File: config.mk
export PLATFORM = sky130hd
export DESIGN_NAME = pipe_stage_reg
export DESIGN_NICKNAME = d
export VERILOG_FILES = /design/src/rtl/pipe_pkg.sv /design/src/rtl/pipe_delay_line.sv /design/src/rtl/pipe_stage_reg.sv
export SDC_FILE = /design/constraint.sdc
export NUM_CORES = 1
export LEC_CHECK = 0
export CELL_PAD_IN_SITES_DETAIL_PLACEMENT = 1
export CELL_PAD_IN_SITES_GLOBAL_PLACEMENT = 1
export CORE_AREA = 5 5 173 175
export CTS_CLUSTER_DIAMETER = 30
export DETAILED_ROUTE_END_ITERATION = 8
export DIE_AREA = 0 0 178 180
export DONT_BUFFER_PORTS = 1
export PLACE_DENSITY = 0.85
export SLEW_MARGIN = 20
export SYNTH_ARGS = -nofsm -noshare
export SYNTH_HDL_FRONTEND = slang
export SYNTH_SLANG_ARGS = --single-unit
File: constraint.sdc
create_clock -name clk -period 2.2 [get_ports clk]
set_input_delay 0.44 -clock clk [delete_from_list [all_inputs] [get_ports clk]]
set_output_delay 0.44 -clock clk [all_outputs]
set_load 0.05 [all_outputs]
File: src/rtl/pipe_pkg.sv
`default_nettype none
// ============================================================================
// Module      : pipe_pkg
// Description : Shared stage structs and constants for the pipeline-stage
//               register. Callers pack their fields through these structs.
// Revision    : 1.0  initial release
// ============================================================================
package pipe_pkg;

   // EX/MEM payload: pc, ALU result, rs2 value and instruction word
   typedef struct packed {
      logic [31:0] pc;
      logic [31:0] alu_result;
      logic [31:0] rs2;
      logic [31:0] inst;
   } ex_mem_data_t;

   // EX/MEM control: memory and write-back controls, padded to 16 bits
   typedef struct packed {
      logic       memr;
      logic       memw;
      logic [2:0] mem_ctrl;
      logic [1:0] wb_sel;
      logic       reg_wen;
      logic [7:0] rsvd;
   } ex_mem_ctrl_t;

   localparam int EX_MEM_DATA_W  = $bits(ex_mem_data_t);
   localparam int EX_MEM_CTRL_W  = $bits(ex_mem_ctrl_t);
   localparam int SIDE_DELAY_MAX = 4;
   localparam int CNT_W          = 32;

endpackage
`default_nettype wire

File: src/rtl/pipe_delay_line.sv
`default_nettype none
// ============================================================================
// Module      : pipe_delay_line
// Description : Enable-gated shift line of DEPTH stages for sideband bits.
//               Newest sample sits in the low slice, output is the oldest.
//               Clear has priority over enable.
// Revision    : 1.0  initial release
// ============================================================================
module pipe_delay_line #(
   parameter int WIDTH = 2,
   parameter int DEPTH = 2
) (
   input  logic             clk,
   input  logic             rst,
   input  logic             en,
   input  logic             clr,
   input  logic [WIDTH-1:0] din,
   output logic [WIDTH-1:0] dout
);

   logic [DEPTH*WIDTH-1:0] line;

   if (DEPTH == 1) begin : g_single
      // Single stage: load the input whenever enabled
      always_ff @(posedge clk) begin
         if (rst || clr) begin
            line <= '0;
         end else if (en) begin
            line <= din;
         end
      end
   end else begin : g_multi
      // Multi stage: shift towards the MSB end and load the input at the LSB end
      always_ff @(posedge clk) begin
         if (rst || clr) begin
            line <= '0;
         end else if (en) begin
            line <= {line[(DEPTH-1)*WIDTH-1:0], din};
         end
      end
   end

   assign dout = line[DEPTH*WIDTH-1 -: WIDTH];

endmodule
`default_nettype wire

File: src/rtl/pipe_stage_reg.sv
`default_nettype none
// ============================================================================
// Module      : pipe_stage_reg
// Description : Generic handshaked pipeline-stage register. It has a main
//               register (M) driving the outputs and a one-entry skid register
//               (S). It also handles stall/flush and carries a sideband delay
//               line of SIDE_DELAY+1 stages (legal SIDE_DELAY: 0..4).
//               Optional macro PIPE_STAGE_PERF_CNT_EN adds saturating
//               stall/flush/backpressure counters.
// Revision    : 1.0  initial release
// ============================================================================
module pipe_stage_reg
   import pipe_pkg::*;
#(
   parameter int DATA_W     = EX_MEM_DATA_W,
   parameter int CTRL_W     = EX_MEM_CTRL_W,
   parameter int SIDE_W     = 2,
   parameter int SIDE_DELAY = 1
) (
   input  logic              clk,
   input  logic              rst,
   input  logic              stall,
   input  logic              flush,
   input  logic              in_valid,
   output logic              in_ready,
   input  logic [DATA_W-1:0] in_data,
   input  logic [CTRL_W-1:0] in_ctrl,
   input  logic [SIDE_W-1:0] in_side,
   output logic              out_valid,
   input  logic              out_ready,
   output logic [DATA_W-1:0] out_data,
   output logic [CTRL_W-1:0] out_ctrl,
   output logic [SIDE_W-1:0] out_side
`ifdef PIPE_STAGE_PERF_CNT_EN
   ,
   output logic [CNT_W-1:0]  stall_cnt,
   output logic [CNT_W-1:0]  flush_cnt,
   output logic [CNT_W-1:0]  bp_cnt
`endif
);

   localparam int SIDE_DEPTH = SIDE_DELAY + 1;

   logic              live;
   logic              m_valid;
   logic [DATA_W-1:0] m_data;
   logic [CTRL_W-1:0] m_ctrl;
   logic              s_valid;
   logic [DATA_W-1:0] s_data;
   logic [CTRL_W-1:0] s_ctrl;

   logic in_fire;
   logic out_fire;
   logic m_take;
   logic side_en;

   // Ready depends only on registered state plus stall/flush; never on out_ready.
   // 'live' holds ready low until the cycle after reset is released.
   assign in_ready  = live && !s_valid && !stall && !flush;
   assign in_fire   = in_valid && in_ready;
   assign out_valid = m_valid && !stall;
   assign out_fire  = out_valid && out_ready;
   assign m_take    = !m_valid || out_fire;
   assign out_data  = m_data;
   assign out_ctrl  = m_ctrl;
   assign side_en   = !stall;

   // Main/skid register update: flush clears, stall freezes, else advance beats
   always_ff @(posedge clk) begin
      if (rst) begin
         live    <= 1'b0;
         m_valid <= 1'b0;
         m_data  <= '0;
         m_ctrl  <= '0;
         s_valid <= 1'b0;
         s_data  <= '0;
         s_ctrl  <= '0;
      end else begin
         live <= 1'b1;
         if (flush) begin
            m_valid <= 1'b0;
            m_data  <= '0;
            m_ctrl  <= '0;
            s_valid <= 1'b0;
            s_data  <= '0;
            s_ctrl  <= '0;
         end else if (!stall) begin
            if (m_take) begin
               if (s_valid) begin
                  // The older skid beat moves up first; in_ready was low so no new beat arrives
                  m_valid <= 1'b1;
                  m_data  <= s_data;
                  m_ctrl  <= s_ctrl;
                  s_valid <= 1'b0;
               end else if (in_fire) begin
                  m_valid <= 1'b1;
                  m_data  <= in_data;
                  m_ctrl  <= in_ctrl;
               end else begin
                  m_valid <= 1'b0;
               end
            end else if (in_fire) begin
               // M is blocked downstream: park the new beat in the skid entry
               s_valid <= 1'b1;
               s_data  <= in_data;
               s_ctrl  <= in_ctrl;
            end
         end
      end
   end

   pipe_delay_line #(
      .WIDTH (SIDE_W),
      .DEPTH (SIDE_DEPTH)
   ) u_side_line (
      .clk  (clk),
      .rst  (rst),
      .en   (side_en),
      .clr  (flush),
      .din  (in_side),
      .dout (out_side)
   );

`ifdef PIPE_STAGE_PERF_CNT_EN
   logic bp_evt;
   assign bp_evt = m_valid && !out_ready && !stall;

   // Saturating event counters, one cycle behind their events
   always_ff @(posedge clk) begin
      if (rst) begin
         stall_cnt <= '0;
         flush_cnt <= '0;
         bp_cnt    <= '0;
      end else begin
         if (stall && (stall_cnt != '1)) begin
            stall_cnt <= stall_cnt + 1'b1;
         end
         if (flush && (flush_cnt != '1)) begin
            flush_cnt <= flush_cnt + 1'b1;
         end
         if (bp_evt && (bp_cnt != '1)) begin
            bp_cnt <= bp_cnt + 1'b1;
         end
      end
   end
`endif

endmodule
`default_nettype wire
==> impl_metrics.yaml <==
drt:
  vias: 10500
  routed_wl_mm: 40.0
  ant_nets: 0
  firstDrtPassIters: 4
  via_per_inst: 5.60
  drt-wirelength-per-cell_um: 21.3
  drt_iter0_drc: 433
  drc: 0
sta:
  fin_setup_tns_ns: 0
  fmax_mhz: 483
  worstMarginPinSlew_ns: 0.910
  finalCritPeriodShare_pct: 94.0
  hold_viol: 0
  min_period_ns: 2.07
  rsz0062_at_grt: "false"
  final_max_slew_viol_count: 0
  setup_ws_ns: 0.132
  fin_skew_ns: 0.0246
  setup_violations: 0
  timing.slew.headroom_pct: 39.4
setup_path:
  endpoint_kind: "output pin"
  crit_path_start: "s_valid"
  required_ns: 1.76
  start_kind: "flip-flop"
  reg2reg_from: "s_valid"
  path_max_fanout: 7
  crit_type: "reg -> out"
  cp_data_arrival_time_ns: 1.63
place:
  dp_hpwl_mm: 24.2
  post-place-cells: 1757
  dp_worst_setup_slack_ns: 0.206
  port_buffers: 0
  gp_congestion: 0.773
layout:
  multi_input_area_mm2: 0.00668
  final_common_cell: "nand2_1"
  drive_gt1_share_pct: 19.5
  final_util_pct: 56.9
  num-fill-cells: 3057
  layout_common_cells: "432 x nand2_1, 294 x dfxtp_1, 292 x mux2i_1, 145 x o211ai_1, 127 x or2_2"
  regArea_mm2: 0.00591
  n_antenna_cell: 0
  area.growth.synth_to_final_pct: 21.7
  stdcell_count: 1881
  final_nets: 1597
logic_synthesis:
  synthAdderAreaFrac_pct: 0
  syn_area_per_cell_um2: 9.08
  yosysTopAreaCell: "dfxtp_1"
  synthTopCellsByArea: "dfxtp_1 45%, mux2i_1 22%, nand2_1 12%"
  synth_xor_xnor_area_share_pct: 0
  seq_area_frac_synth_pct: 44.6
  netlist-cell-type-count: 24
  syn_inst: 1458
  ys_warn_count: 0
  ys_seq_elements: 295
  synth_top_family_by_area: "multiplexers"
  synthesis.nets: 1610
  syn_area_mm2: 0.0132
  synth_compound_area_share_pct: 8.53
  yosys.area.top_type_share_pct: 44.6
  synth_simple_gate_area_share_pct: 19.7
  synthMuxAreaShare_pct: 22.1
clock_network:
  h-tree-depth: 3
  numCtsBuffers: 68
  clock_path_buffers: 3
  postCtsResizedCells: 0
  cts.sinks: 295
  cts_tree: "done"
  cts_root_buf: "clkbuf_16"
  clk_pin_slew_ns: 0.04
  worstSkewPairLatency_ns: 0.55
global_route:
  overflow: 0
  grt_max_degree: 95
  antenna_found_initial: 0
  track_usage_pct: 24.2
  grt_pass1_vias: 11500
  grt_pass1_wl_mm: 63.2
floorplanning:
  start_util_pct: 46.8
  fp.dieW_um: 178
  rows: 62
  core_area_mm2: 0.0283
  num_io_pins: 300
  die-area_mm2: 0.0320
  fp.dieH_um: 180
pwr:
  p_per_area_mw_per_mm2: 1030
  power_w: 0.0167
  p_leak_nw: 6.54
  peakVddDrop_mv: 0.801
status:
  outcome: "finished clean"
run:
  max_cap_viol_count: 0
hold_path:
  hold_path_class: "in -> reg"
  hold_start: "in_data[72]"
[cell usage after synthesis, drive strengths merged]
library cell,instances
a221oi,1
clkbuf,88
and3b,1
nand4bb,1
a21o,1
o211ai,145
dfxtp,295
or2,145
o21ai,1
nor2,6
buf,42
inv,4
nand2,432
mux2i,292
a21oi,1
nand2b,1
a2111oi,1
nor4b,1
[registers in the layout (all words and copies together), names as in the netlist]
name              flops
s_data              128
u_side_line.line      4
m_valid               1
live                  1
s_valid               1
s_ctrl               16
out_data            128
out_ctrl             16
[critical path: stages, from the launching register on]
cell	delay [ns]
dfxtp_4	0.39
nor4b_2	0.42
buf_4	0.27
[routing by layer]
layer  GRT usage (%)  vias up  share of wire (%)
met3            8.74      126                8.8
met2            42.3      361                 50
li1                -     4915                  -
met5               0        -                  0
met4            12.4        0                4.9
met1            25.4     5133                 37
[cell families (layout without fill, tap and decap cells)]
group	Yosys count	count (layout)
compound gates	150	150
flops	295	295
simple gates	587	587
buf+inv	134	173
mux	292	292
[final timing paths]
check,endpoint,slack [ns],cells past startpoint
setup / recovery,in_ready,0.13,2
hold / removal,s_data[72],0.03,2
setup reg to reg,out_data[46],0.29,4
hold reg to reg,s_data[22],0.46,2
[power breakdown]
group / leakage [nW] / internal, W / switching [W]
sequential: 2.38 / 0.00539 / 0.000114
clock: 1.18 / 0.00727 / 0.00328
combinational: 2.98 / 0.000267 / 0.000342
[stage by stage]
step | cell area (um^2) | hold WS [ns]
finish | 16100 | 0.0336
global route | 16100 | 0.00825
CTS | 16100 | 0.00543
detailed placement | 13700 | 0.450
global placement | 13700 | 0.441
floorplan | 13200 | 0.435
[area by class of cell]
class / instances / area share (%)
inverters: 4 / 0.109
clock inverters: 33 / 3.00
flip-flops and latches: 295 / 36.7
well taps: 384 / 2.98
clock buffers: 89 / 12.0
multi-input cells: 1029 / 41.5
repair buffers: 47 / 3.77
[repair_timing]
item,CTS,global route
buffers inserted,0,0
endpoints found under the hold margin,2,0
hold buffers,2,0
Power figures use the tool's default switching activity.
